[config.mk]
export PLATFORM = sky130hd
export DESIGN_NAME = tft_bus_responder
export DESIGN_NICKNAME = d
export VERILOG_FILES = /design/src/rtl/tft_bus_responder_pkg.sv /design/src/rtl/tft_bus_responder_sync.sv /design/src/rtl/tft_bus_responder.sv
export SDC_FILE = /design/constraint.sdc
export NUM_CORES = 1
export LEC_CHECK = 0
export BUFFER_PORTS_ARGS = -buffer_cell sky130_fd_sc_hd__buf_4
export CAP_MARGIN = 20
export CORE_MARGIN = 3
export CORE_UTILIZATION = 35
export DETAILED_ROUTE_END_ITERATION = 10
export SLEW_MARGIN = 20
export SYNTH_ARGS = -nofsm -noshare
export SYNTH_HDL_FRONTEND = slang
export SYNTH_SLANG_ARGS = --single-unit
[constraint.sdc]
create_clock -name clk -period 2.51 [get_ports clk]
set_input_delay 0.251 -clock clk [delete_from_list [all_inputs] [get_ports clk]]
set_output_delay 0.251 -clock clk [all_outputs]
set_load 0.005 [all_outputs]
[src/rtl/tft_bus_responder_pkg.sv]
// Shared definitions for the TFT bus responder: opcodes, decoder states,
// parameter-sequence targets and the window clamp helper.
package tft_bus_responder_pkg;

   localparam logic [7:0] CMD_SWRESET = 8'h01;
   localparam logic [7:0] CMD_RDDID   = 8'h04;
   localparam logic [7:0] CMD_SLPIN   = 8'h10;
   localparam logic [7:0] CMD_SLPOUT  = 8'h11;
   localparam logic [7:0] CMD_DISPOFF = 8'h28;
   localparam logic [7:0] CMD_DISPON  = 8'h29;
   localparam logic [7:0] CMD_CASET   = 8'h2A;
   localparam logic [7:0] CMD_PASET   = 8'h2B;
   localparam logic [7:0] CMD_RAMWR   = 8'h2C;
   localparam logic [7:0] CMD_MADCTL  = 8'h36;

   typedef enum logic [1:0] {
      ST_IDLE     = 2'd0,
      ST_PARAM    = 2'd1,
      ST_RAMWR_HI = 2'd2,
      ST_RAMWR_LO = 2'd3
   } dec_state_t;

   // Which register the current parameter sequence is loading
   typedef enum logic [1:0] {
      PT_CASET  = 2'd0,
      PT_PASET  = 2'd1,
      PT_MADCTL = 2'd2
   } param_tgt_t;

   // An inverted window collapses to a single column/row at its start
   function automatic logic [8:0] win_end(input logic [8:0] s, input logic [8:0] e);
      return (e < s) ? s : e;
   endfunction

endpackage

[src/rtl/tft_bus_responder_sync.sv]
// tft_bus_sync: brings the asynchronous 8080 bus into the clk domain through
// SYNC_STAGES flops (all lines share one chain so data stays aligned with
// its strobe) and produces single-cycle edge flags for wr, rd and cs.
module tft_bus_sync
   #(parameter int SYNC_STAGES = 2)
   (
   input  logic       clk,
   input  logic       reset_n,
   input  logic       bus_cs_n,
   input  logic       bus_rs,
   input  logic       bus_wr_n,
   input  logic       bus_rd_n,
   input  logic [7:0] bus_data,
   output logic       cs_n_s,
   output logic       rs_s,
   output logic [7:0] data_s,
   output logic       wr_rise,
   output logic       rd_fall,
   output logic       rd_rise,
   output logic       cs_rise
   );

   // {cs_n, rs, wr_n, rd_n, data}; idle bus = deselected, strobes high
   localparam logic [11:0] BUS_IDLE = {1'b1, 1'b0, 1'b1, 1'b1, 8'h00};

   logic [SYNC_STAGES-1:0][11:0] chain;
   logic [11:0] bus_s;
   logic        wr_q, rd_q, cs_q;

   // Shift every bus line through the synchronizer chain
   always_ff @(posedge clk) begin
      if (!reset_n) chain <= {SYNC_STAGES{BUS_IDLE}};
      else          chain <= {chain[SYNC_STAGES-2:0], {bus_cs_n, bus_rs, bus_wr_n, bus_rd_n, bus_data}};
   end

   assign bus_s  = chain[SYNC_STAGES-1];
   assign cs_n_s = bus_s[11];
   assign rs_s   = bus_s[10];
   assign data_s = bus_s[7:0];

   // Previous synced strobe levels for edge detection
   always_ff @(posedge clk) begin
      if (!reset_n) begin
         wr_q <= 1'b1;
         rd_q <= 1'b1;
         cs_q <= 1'b1;
      end else begin
         wr_q <= bus_s[9];
         rd_q <= bus_s[8];
         cs_q <= bus_s[11];
      end
   end

   assign wr_rise = bus_s[9] & ~wr_q;
   assign rd_fall = ~bus_s[8] & rd_q;
   assign rd_rise = bus_s[8] & ~rd_q;
   assign cs_rise = bus_s[11] & ~cs_q;

endmodule

[src/rtl/tft_bus_responder.sv]
// tft_bus_responder: panel-side decoder for the 8-bit 8080 TFT bus.
// Decodes CASET/PASET/MADCTL/RAMWR/SLPIN/SLPOUT/DISPON/DISPOFF/SWRESET and
// emits addressed RGB565 pixel writes. Define TFT_RESPONDER_READ_EN to add
// RDDID readback on rd_data/rd_oe; otherwise those outputs are tied low.
module tft_bus_responder
   import tft_bus_responder_pkg::*;
   #(
   parameter int          SYNC_STAGES = 2,
   parameter int          COLS        = 240,
   parameter int          ROWS        = 320,
   parameter logic [23:0] PANEL_ID    = 24'h009341
   )
   (
   input  logic        clk,
   input  logic        reset_n,
   input  logic        bus_cs_n,
   input  logic        bus_rs,
   input  logic        bus_wr_n,
   input  logic        bus_rd_n,
   input  logic [7:0]  bus_data,
   output logic [7:0]  rd_data,
   output logic        rd_oe,
   output logic        cmd_valid,
   output logic [7:0]  cmd_code,
   output logic        px_valid,
   output logic [8:0]  px_x,
   output logic [8:0]  px_y,
   output logic [15:0] px_data,
   output logic        display_on,
   output logic        sleep_out,
   output logic [7:0]  madctl
   );

   localparam logic [8:0] EC_RST = 9'(COLS - 1);
   localparam logic [8:0] EP_RST = 9'(ROWS - 1);

   logic       cs_n_s, rs_s, wr_rise, rd_fall, rd_rise, cs_rise;
   logic [7:0] data_s;
   logic       strobe, cmd_byte, soft_rst;

   tft_bus_sync #(.SYNC_STAGES(SYNC_STAGES)) u_sync (
      .clk      (clk),
      .reset_n  (reset_n),
      .bus_cs_n (bus_cs_n),
      .bus_rs   (bus_rs),
      .bus_wr_n (bus_wr_n),
      .bus_rd_n (bus_rd_n),
      .bus_data (bus_data),
      .cs_n_s   (cs_n_s),
      .rs_s     (rs_s),
      .data_s   (data_s),
      .wr_rise  (wr_rise),
      .rd_fall  (rd_fall),
      .rd_rise  (rd_rise),
      .cs_rise  (cs_rise)
   );

   assign strobe   = wr_rise & ~cs_n_s;
   assign cmd_byte = strobe & ~rs_s;
   assign soft_rst = cmd_byte & (data_s == CMD_SWRESET);

   dec_state_t state;
   param_tgt_t ptgt;
   logic [1:0] pidx;
   logic       p_shi, p_ehi;
   logic [7:0] p_slo, hi_byte;
   logic [8:0] sc, ec, sp, ep, x, y;
   logic [8:0] new_s, new_e;

   // Window candidate formed when the 4th CASET/PASET byte arrives
   assign new_s = {p_shi, p_slo};
   assign new_e = win_end(new_s, {p_ehi, data_s});

   // Command code is kept across SWRESET, so it lives apart from the decoder
   always_ff @(posedge clk) begin
      if (!reset_n) begin
         cmd_valid <= 1'b0;
         cmd_code  <= 8'h00;
      end else begin
         cmd_valid <= cmd_byte;
         if (cmd_byte) cmd_code <= data_s;
      end
   end

   // Decoder FSM, window registers and pixel address counters
   always_ff @(posedge clk) begin
      if (!reset_n || soft_rst) begin
         state      <= ST_IDLE;
         ptgt       <= PT_CASET;
         pidx       <= 2'd0;
         p_shi      <= 1'b0;
         p_ehi      <= 1'b0;
         p_slo      <= 8'h00;
         hi_byte    <= 8'h00;
         sc         <= 9'd0;
         ec         <= EC_RST;
         sp         <= 9'd0;
         ep         <= EP_RST;
         x          <= 9'd0;
         y          <= 9'd0;
         px_valid   <= 1'b0;
         px_x       <= 9'd0;
         px_y       <= 9'd0;
         px_data    <= 16'h0000;
         display_on <= 1'b0;
         sleep_out  <= 1'b0;
         madctl     <= 8'h00;
      end else begin
         px_valid <= 1'b0;
         if (strobe && !rs_s) begin
            // Any command aborts the running sequence, dropping a half pixel
            state <= ST_IDLE;
            case (data_s)
               CMD_CASET:   begin state <= ST_PARAM; ptgt <= PT_CASET;  pidx <= 2'd0; end
               CMD_PASET:   begin state <= ST_PARAM; ptgt <= PT_PASET;  pidx <= 2'd0; end
               CMD_MADCTL:  begin state <= ST_PARAM; ptgt <= PT_MADCTL; pidx <= 2'd0; end
               CMD_RAMWR:   begin state <= ST_RAMWR_HI; x <= sc; y <= sp; end
               CMD_SLPOUT:  sleep_out  <= 1'b1;
               CMD_SLPIN:   sleep_out  <= 1'b0;
               CMD_DISPON:  display_on <= 1'b1;
               CMD_DISPOFF: display_on <= 1'b0;
               default: ;
            endcase
         end else if (strobe) begin
            case (state)
               ST_PARAM: begin
                  if (ptgt == PT_MADCTL) begin
                     madctl <= data_s;
                     state  <= ST_IDLE;
                  end else begin
                     pidx <= pidx + 2'd1;
                     case (pidx)
                        2'd0: p_shi <= data_s[0];
                        2'd1: p_slo <= data_s;
                        2'd2: p_ehi <= data_s[0];
                        default: begin
                           state <= ST_IDLE;
                           if (ptgt == PT_CASET) begin sc <= new_s; ec <= new_e; end
                           else                  begin sp <= new_s; ep <= new_e; end
                        end
                     endcase
                  end
               end
               ST_RAMWR_HI: begin
                  hi_byte <= data_s;
                  state   <= ST_RAMWR_LO;
               end
               ST_RAMWR_LO: begin
                  px_valid <= 1'b1;
                  px_data  <= {hi_byte, data_s};
                  px_x     <= x;
                  px_y     <= y;
                  state    <= ST_RAMWR_HI;
                  if (x == ec) begin
                     x <= sc;
                     y <= (y == ep) ? sp : y + 9'd1;
                  end else begin
                     x <= x + 9'd1;
                  end
               end
               default: ;
            endcase
         end
      end
   end

`ifdef TFT_RESPONDER_READ_EN
   logic       rd_armed;
   logic [2:0] rd_idx;
   logic [7:0] id_byte;

   // Readback sequence: dummy byte, three ID bytes, then zeros
   always_comb begin
      id_byte = 8'h00;
      case (rd_idx)
         3'd1: id_byte = PANEL_ID[23:16];
         3'd2: id_byte = PANEL_ID[15:8];
         3'd3: id_byte = PANEL_ID[7:0];
         default: id_byte = 8'h00;
      endcase
   end

   // RDDID arms readback; every other command disarms it
   always_ff @(posedge clk) begin
      if (!reset_n || soft_rst) begin
         rd_armed <= 1'b0;
         rd_idx   <= 3'd0;
         rd_oe    <= 1'b0;
         rd_data  <= 8'h00;
      end else begin
         if (cmd_byte) begin
            rd_armed <= (data_s == CMD_RDDID);
            rd_idx   <= 3'd0;
         end
         if (rd_rise || cs_rise) begin
            rd_oe <= 1'b0;
         end else if (rd_fall && !cs_n_s && rd_armed) begin
            rd_oe   <= 1'b1;
            rd_data <= id_byte;
            if (rd_idx != 3'd4) rd_idx <= rd_idx + 3'd1;
         end
      end
   end
`else
   logic unused_rd;
   assign unused_rd = &{1'b0, rd_fall, rd_rise, cs_rise, PANEL_ID};
   assign rd_oe     = 1'b0;
   assign rd_data   = 8'h00;
`endif

endmodule

==> flow_summary_export.csv, run 1 <==
group,metric,value,unit
power,p_leak,3.31,nW
route,wl_per_cell,14.7,um
synthesis,async_flop_share,0,%
layout,final_util,44.7,%
synthesis,synth_seq_cells,155,
sta,skew,6.07,ps
sta,finalSetupTns,0,ps
critical_path,cp.required,2830,ps
sta,final.period_utilization,95.7,%
sta,finalSetupViolations,0,
critical_path,worst_setup_path_start_kind,"register",
synthesis,synthCells,795,
clock_network,cts_buffers,17,
sta,hold_viol_final,0,
power,power_density,652,nW/um^2
hold_path,hold_path_class,"primary input to register",
synthesis,synth-seq-area-share,47.2,%
clock_network,cts_buffer_depth,2,
clock_network,cts_tree,"yes",
layout,nNetsFinal,903,
floorplanning,coreArea,18200,um^2
critical_path,crit_type,"register to register",
sta,slew_headroom,44.3,%
synthesis,netlist_area,6580,um^2
placed_design,numPortBuffers,66,
placed_design,dpl.hpwl,11400,um
global_routing,grtUsageTotal,16.8,%
route,ant_nets,0,
synthesis,avgSynthCellArea,8.27,um^2
clock_network,h-tree-depth,4,
outcome,status,"completed",
route,first_iter_violations,329,
floorplanning,die_w,143,um
floorplanning,die_h,143,um
floorplanning,rows,49,
route,drt_wl_total,16500,um
floorplanning,dieArea,20500,um^2
layout,final_common_cell,"dfxtp_1",
clock_network,cts_root_buf,"clkbuf_16",
layout,layout-drive-gt1-share,18.5,%
layout,final_cell_mix,"155 x dfxtp_1, 150 x nand2_1, 109 x buf_4, 96 x a21oi_1, 67 x nor2_1",
power,p_total,5.31,mW
layout,nFillCells,1795,
sta,timing.fmax,416,MHz
placed_design,dp_cells,1083,
flow_run,drv_cap,0,
synthesis,ys_types,54,
critical_path,critPathArrivalTime,2720,ps
power,ir_worst_vdd,0.000481,V
synthesis,yosys_warnings,0,
sta,rsz0062_at_grt,"false",
global_routing,grt_overflow,0,
placed_design,gp_congestion,0.812,
route,drt_pre_antenna_iters,5,
layout,area_delta_synth_final,23.8,%
global_routing,grt_pass1_wl,27300,um
global_routing,grt_start_max_net_pins,75,
floorplanning,start_util,36.1,%
floorplanning,io_pins,77,
global_routing,antenna_found_initial,0,
layout,antenna_cells,0,
synthesis,synth_edf_count,0,
clock_network,clk_pin_slew,60,ps
layout,final_cells,1117,
critical_path,end_kind,"register",
synthesis,synthFlopType,"dfxtp_1",
sta,tightest_slew,832,ps
route,vias,5574,
critical_path,crit_fanout,11,
sta,slew_viol_final,0,
clock_network,cts.sinks,155,
clock_network,insertion_delay,420,ps
route,via_per_inst,4.99,
sta,period_needed,2400,ps
global_routing,first_global_vias,5208,
route,drc,0,
sequential cells by signal, summed over array words and instances (netlist names), 9 cells and up:
signal and count:
ec 9, px_y 9, y 9, x 9, u_sync.chain 11, u_sync.bus_s 11
px_data 16, sp 9, sc 9, px_x 9, ep 9
per-layer routing:
metal / global-route usage (%) / up-vias / routed length [um]
li1: - / 2828 / -
met1: 24.0 / 2595 / 8000
met2: 25.0 / 137 / 7430
met3: 4.35 / 14 / 835
met4: 4.85 / 0 / 198
met5: 0 / - / 0
cell type report:
| class | instances | area (um^2) | area share [%] |
|---|---|---|---|
| well taps | 229 | 287 | 3.52 |
| multi-input cells | 570 | 3190 | 39.2 |
| flip-flops and latches | 155 | 3100 | 38.1 |
| inverters | 18 | 67.6 | 0.830 |
| clock inverters | 14 | 171 | 2.11 |
| clock buffers | 18 | 439 | 5.40 |
| repair buffers | 113 | 878 | 10.8 |
kinds of logic (layout without fill, tap and decap cells):
family	count (synthesis)	after routing	synth area share (%)
AND/OR/NAND/NOR	339	339	23.9
AO/OA/AOI/OAI	159	159	13.9
flip-flops	155	155	47.2
buffers and inverters	78	163	5.18
multiplexers	31	31	4.80
XOR/XNOR	18	18	2.40
adder cells (fa/ha/maj)	14	14	2.66
other	1	9	0.0570
metrics by stage:
stage | hold slack [ps] | setup WS, ps | instance area (um^2)
after floorplan | 324 | 167 | 6610
after global placement | 393 | 85.7 | 7490
after detailed placement | 391 | 71.7 | 7490
after CTS | 8.82 | 58.4 | 8120
after global routing | 19.8 | 7.84 | 8140
final | 30.7 | 109 | 8140
critical path, cell delays in order (launching register included):
cell	delay, ps
dfxtp_1	340
or4b_1	610
or4_4	590
nand2_1	340
buf_4	190
nand2_1	90
o32ai_1	130
where the power goes:
| group | internal (mW) | switching (mW) | total, mW |
|---|---|---|---|
| combinational | 0.0666 | 0.107 | 0.174 |
| sequential | 2.48 | 0.0114 | 2.49 |
| clock | 1.59 | 1.06 | 2.65 |
worst paths after layout:
check	startpoint	endpoint	slack, ps	cells past startpoint
setup reg to reg	u_sync.wr_q	x[5]	110	6
hold reg to reg	u_sync.chain[11]	u_sync.bus_s[11]	400	1
setup / recovery	u_sync.wr_q	x[5]	110	6
hold / removal	bus_data[0]	u_sync.chain[0]	30	2
cells in the mapped netlist, types with 2 or more instances:
| master | number | area share (%) |
|---|---|---|
| o21bai_1 | 3 | 0.34 |
| and3_1 | 5 | 0.48 |
| o22ai_1 | 2 | 0.19 |
| inv_1 | 18 | 1.0 |
| nor3b_1 | 2 | 0.23 |
| buf_1 | 6 | 0.34 |
| clkbuf_1 | 39 | 2.2 |
| a21o_1 | 4 | 0.46 |
| mux2i_1 | 27 | 4.1 |
| nand3_1 | 21 | 1.6 |
| or2_2 | 3 | 0.29 |
| ha_1 | 14 | 2.7 |
| nor2b_1 | 4 | 0.38 |
| or4b_1 | 2 | 0.30 |
| nor4b_1 | 2 | 0.27 |
| buf_4 | 9 | 1.0 |
| a22oi_1 | 6 | 0.69 |
| and2_1 | 20 | 1.9 |
| o21ai_0 | 18 | 1.4 |
| nor2_1 | 67 | 3.8 |
| a31oi_1 | 4 | 0.38 |
| dfxtp_1 | 155 | 47 |
| or3_1 | 4 | 0.38 |
| mux2_2 | 4 | 0.69 |
| a211oi_1 | 17 | 1.9 |
| nand3b_1 | 3 | 0.34 |
| nand4_1 | 4 | 0.38 |
| nor3_1 | 24 | 1.8 |
| nand2_1 | 155 | 8.8 |
| xor2_1 | 18 | 2.4 |
| buf_2 | 5 | 0.38 |
| nand2b_1 | 10 | 0.95 |
| nor4_1 | 2 | 0.19 |
| a21oi_1 | 96 | 7.3 |
| o32ai_1 | 3 | 0.40 |
repair_timing:
| item | in CTS | in global routing |
|---|---|---|
| setup endpoints to repair | 0 | 19 |
| endpoints found under the hold margin | 2 | 0 |
| resized for setup | 0 | 5 |
| hold buffers | 2 | 0 |
| setup buffers | 0 | 0 |
Power figures use the tool's default switching activity.
==> run 2, diff against run 1 <==
--- a/config.mk
+++ b/config.mk
@@ -9,6 +9,7 @@
 export CAP_MARGIN = 20
 export CORE_MARGIN = 3
 export CORE_UTILIZATION = 35
+export CTS_BUF_LIST = sky130_fd_sc_hd__clkbuf_8
 export DETAILED_ROUTE_END_ITERATION = 10
 export SLEW_MARGIN = 20
 export SYNTH_ARGS = -nofsm -noshare
==> run 2 against run 1 <==
  * First-iteration DRC count fell by 26%
  * Sequential power is essentially flat
  * Core utilization shrank 0.61 points
  * Critical path depth is the same
  * Die area unchanged
  * Largest cell class unchanged
  * Worst setup slack better by 1.4 ps
  * Final cell count is 0.72% higher
  * Sequential cell count did not move
==> flow_summary_export.csv, run 2 (same netlist as run 1, synthesis figures left out) <==
group,metric,value,unit
sta,hold_viol_final,0,
route,drc,0,
floorplanning,dieArea,20500,um^2
layout,design_area,8030,um^2
layout,final_common_cell,"dfxtp_1",
floorplanning,die_w,143,um
clock_network,cts_buffer_depth,2,
placed_design,gp_congestion,0.812,
route,wl_per_cell,14.6,um
sta,holdWs,28.0,ps
sta,finalSetupTns,0,ps
global_routing,antenna_found_initial,0,
sta,final.period_utilization,95.6,%
clock_network,cts_root_buf,"clkbuf_8",
sta,finalSetupViolations,0,
critical_path,crit_fanout,11,
layout,nNetsFinal,911,
sta,tightest_slew,839,ps
critical_path,cp-startpoint,"u_sync.wr_q",
route,vias,5606,
hold_path,hold_start,"bus_data[7]",
power,ir_worst_vdd,0.000435,V
critical_path,cp.required,2850,ps
clock_network,insertion_delay,450,ps
critical_path,crit_type,"register to register",
global_routing,grt_pass1_wl,27100,um
sta,slew_headroom,43.8,%
placed_design,place_area,7490,um^2
sta,skew,13.3,ps
clock_network,clk_pin_slew,80,ps
flow_run,drv_cap,0,
hold_path,hold_path_class,"primary input to register",
route,via_per_inst,4.98,
layout,largest_reg_flops,16,
power,power_density,579,nW/um^2
global_routing,grt_start_max_net_pins,75,
floorplanning,rows,49,
layout,final_cell_mix,"155 x dfxtp_1, 150 x nand2_1, 109 x buf_4, 96 x a21oi_1, 67 x nor2_1",
placed_design,dpl.hpwl,11400,um
layout,area_delta_synth_final,22.1,%
clock_network,cts_buffers,17,
critical_path,critPathArrivalTime,2740,ps
layout,antenna_cells,0,
outcome,status,"completed",
route,ant_nets,0,
critical_path,end_kind,"register",
global_routing,grt_overflow,0,
route,first_iter_violations,243,
sta,period_needed,2400,ps
sta,slew_viol_final,0,
clock_network,h-tree-depth,4,
critical_path,worst_setup_path_start_kind,"register",
global_routing,first_global_vias,5206,
sta,timing.fmax,417,MHz
floorplanning,die_h,143,um
route,drt_pre_antenna_iters,5,
global_routing,grtUsageTotal,16.6,%
layout,regMostFlops,"px_data",
route,drt_wl_total,16400,um
clock_network,cts.sinks,155,
layout,layout-drive-gt1-share,18.3,%
sta,rsz0062_at_grt,"false",
critical_path,regToRegStartpoint,"u_sync.wr_q",
floorplanning,start_util,36.1,%
floorplanning,coreArea,18200,um^2
floorplanning,io_pins,77,
clock_network,cts_tree,"yes",
power,p_leak,3.25,nW
placed_design,numPortBuffers,66,
==> run 2: layer usage <==
layer	global-route usage [%]	wire (um)	vias to the layer above
li1	-	-	2848
met1	23.8	7840	2589
met2	24.9	7350	150
met3	3.72	920	19
met4	4.95	268	0
met5	0	0	-
==> run 2: path summary, 6_finish.rpt <==
path,end,slack (ps),cells past startpoint
min,u_sync.chain[7],30,2
min reg2reg,u_sync.bus_s[11],410,1
max reg2reg,x[5],110,6
max,x[5],110,6
==> run 2: power breakdown <==
part           internal (mW)  switching (mW)  total (mW)
Clock                   1.01           0.966        1.98
Combinational         0.0747           0.109       0.184
Sequential              2.47          0.0112        2.48
==> run 2: layout make-up <==
type | instances | area [um^2]
Fill cell | 1812 | 10200
Multi-Input combinational cell | 570 | 3190
Sequential cell | 155 | 3100
Timing Repair Buffer | 121 | 958
Tap cell | 229 | 287
Clock buffer | 18 | 248
Clock inverter | 14 | 171
Inverter | 18 | 67.6
==> run 2: through the flow <==
step	total power, mW	setup WS [ps]	utilization, %	cells
after floorplan	2.65	167	-	803
final	4.65	110	44.1	1125
after detailed placement	2.71	71.7	41.1	1083
after global routing	4.85	8.26	44.1	1125
after global placement	2.71	85.7	41.1	1083
after CTS	4.70	58.5	44.0	1125
==> run 2: timing repair <==
item / in CTS / in global routing
hold buffers: 10 / 0
setup endpoints to repair: 0 / 19
hold endpoints to repair: 10 / 0
gates resized for setup: 0 / 5
setup buffers: 0 / 0
==> run 2: worst max-delay path, cell delays in order (launching register included) <==
cell and delay (ps):
dfxtp_1 350, or4b_1 610, or4_4 590, nand2_1 340, buf_4 190, nand2_1 90, o32ai_1 130
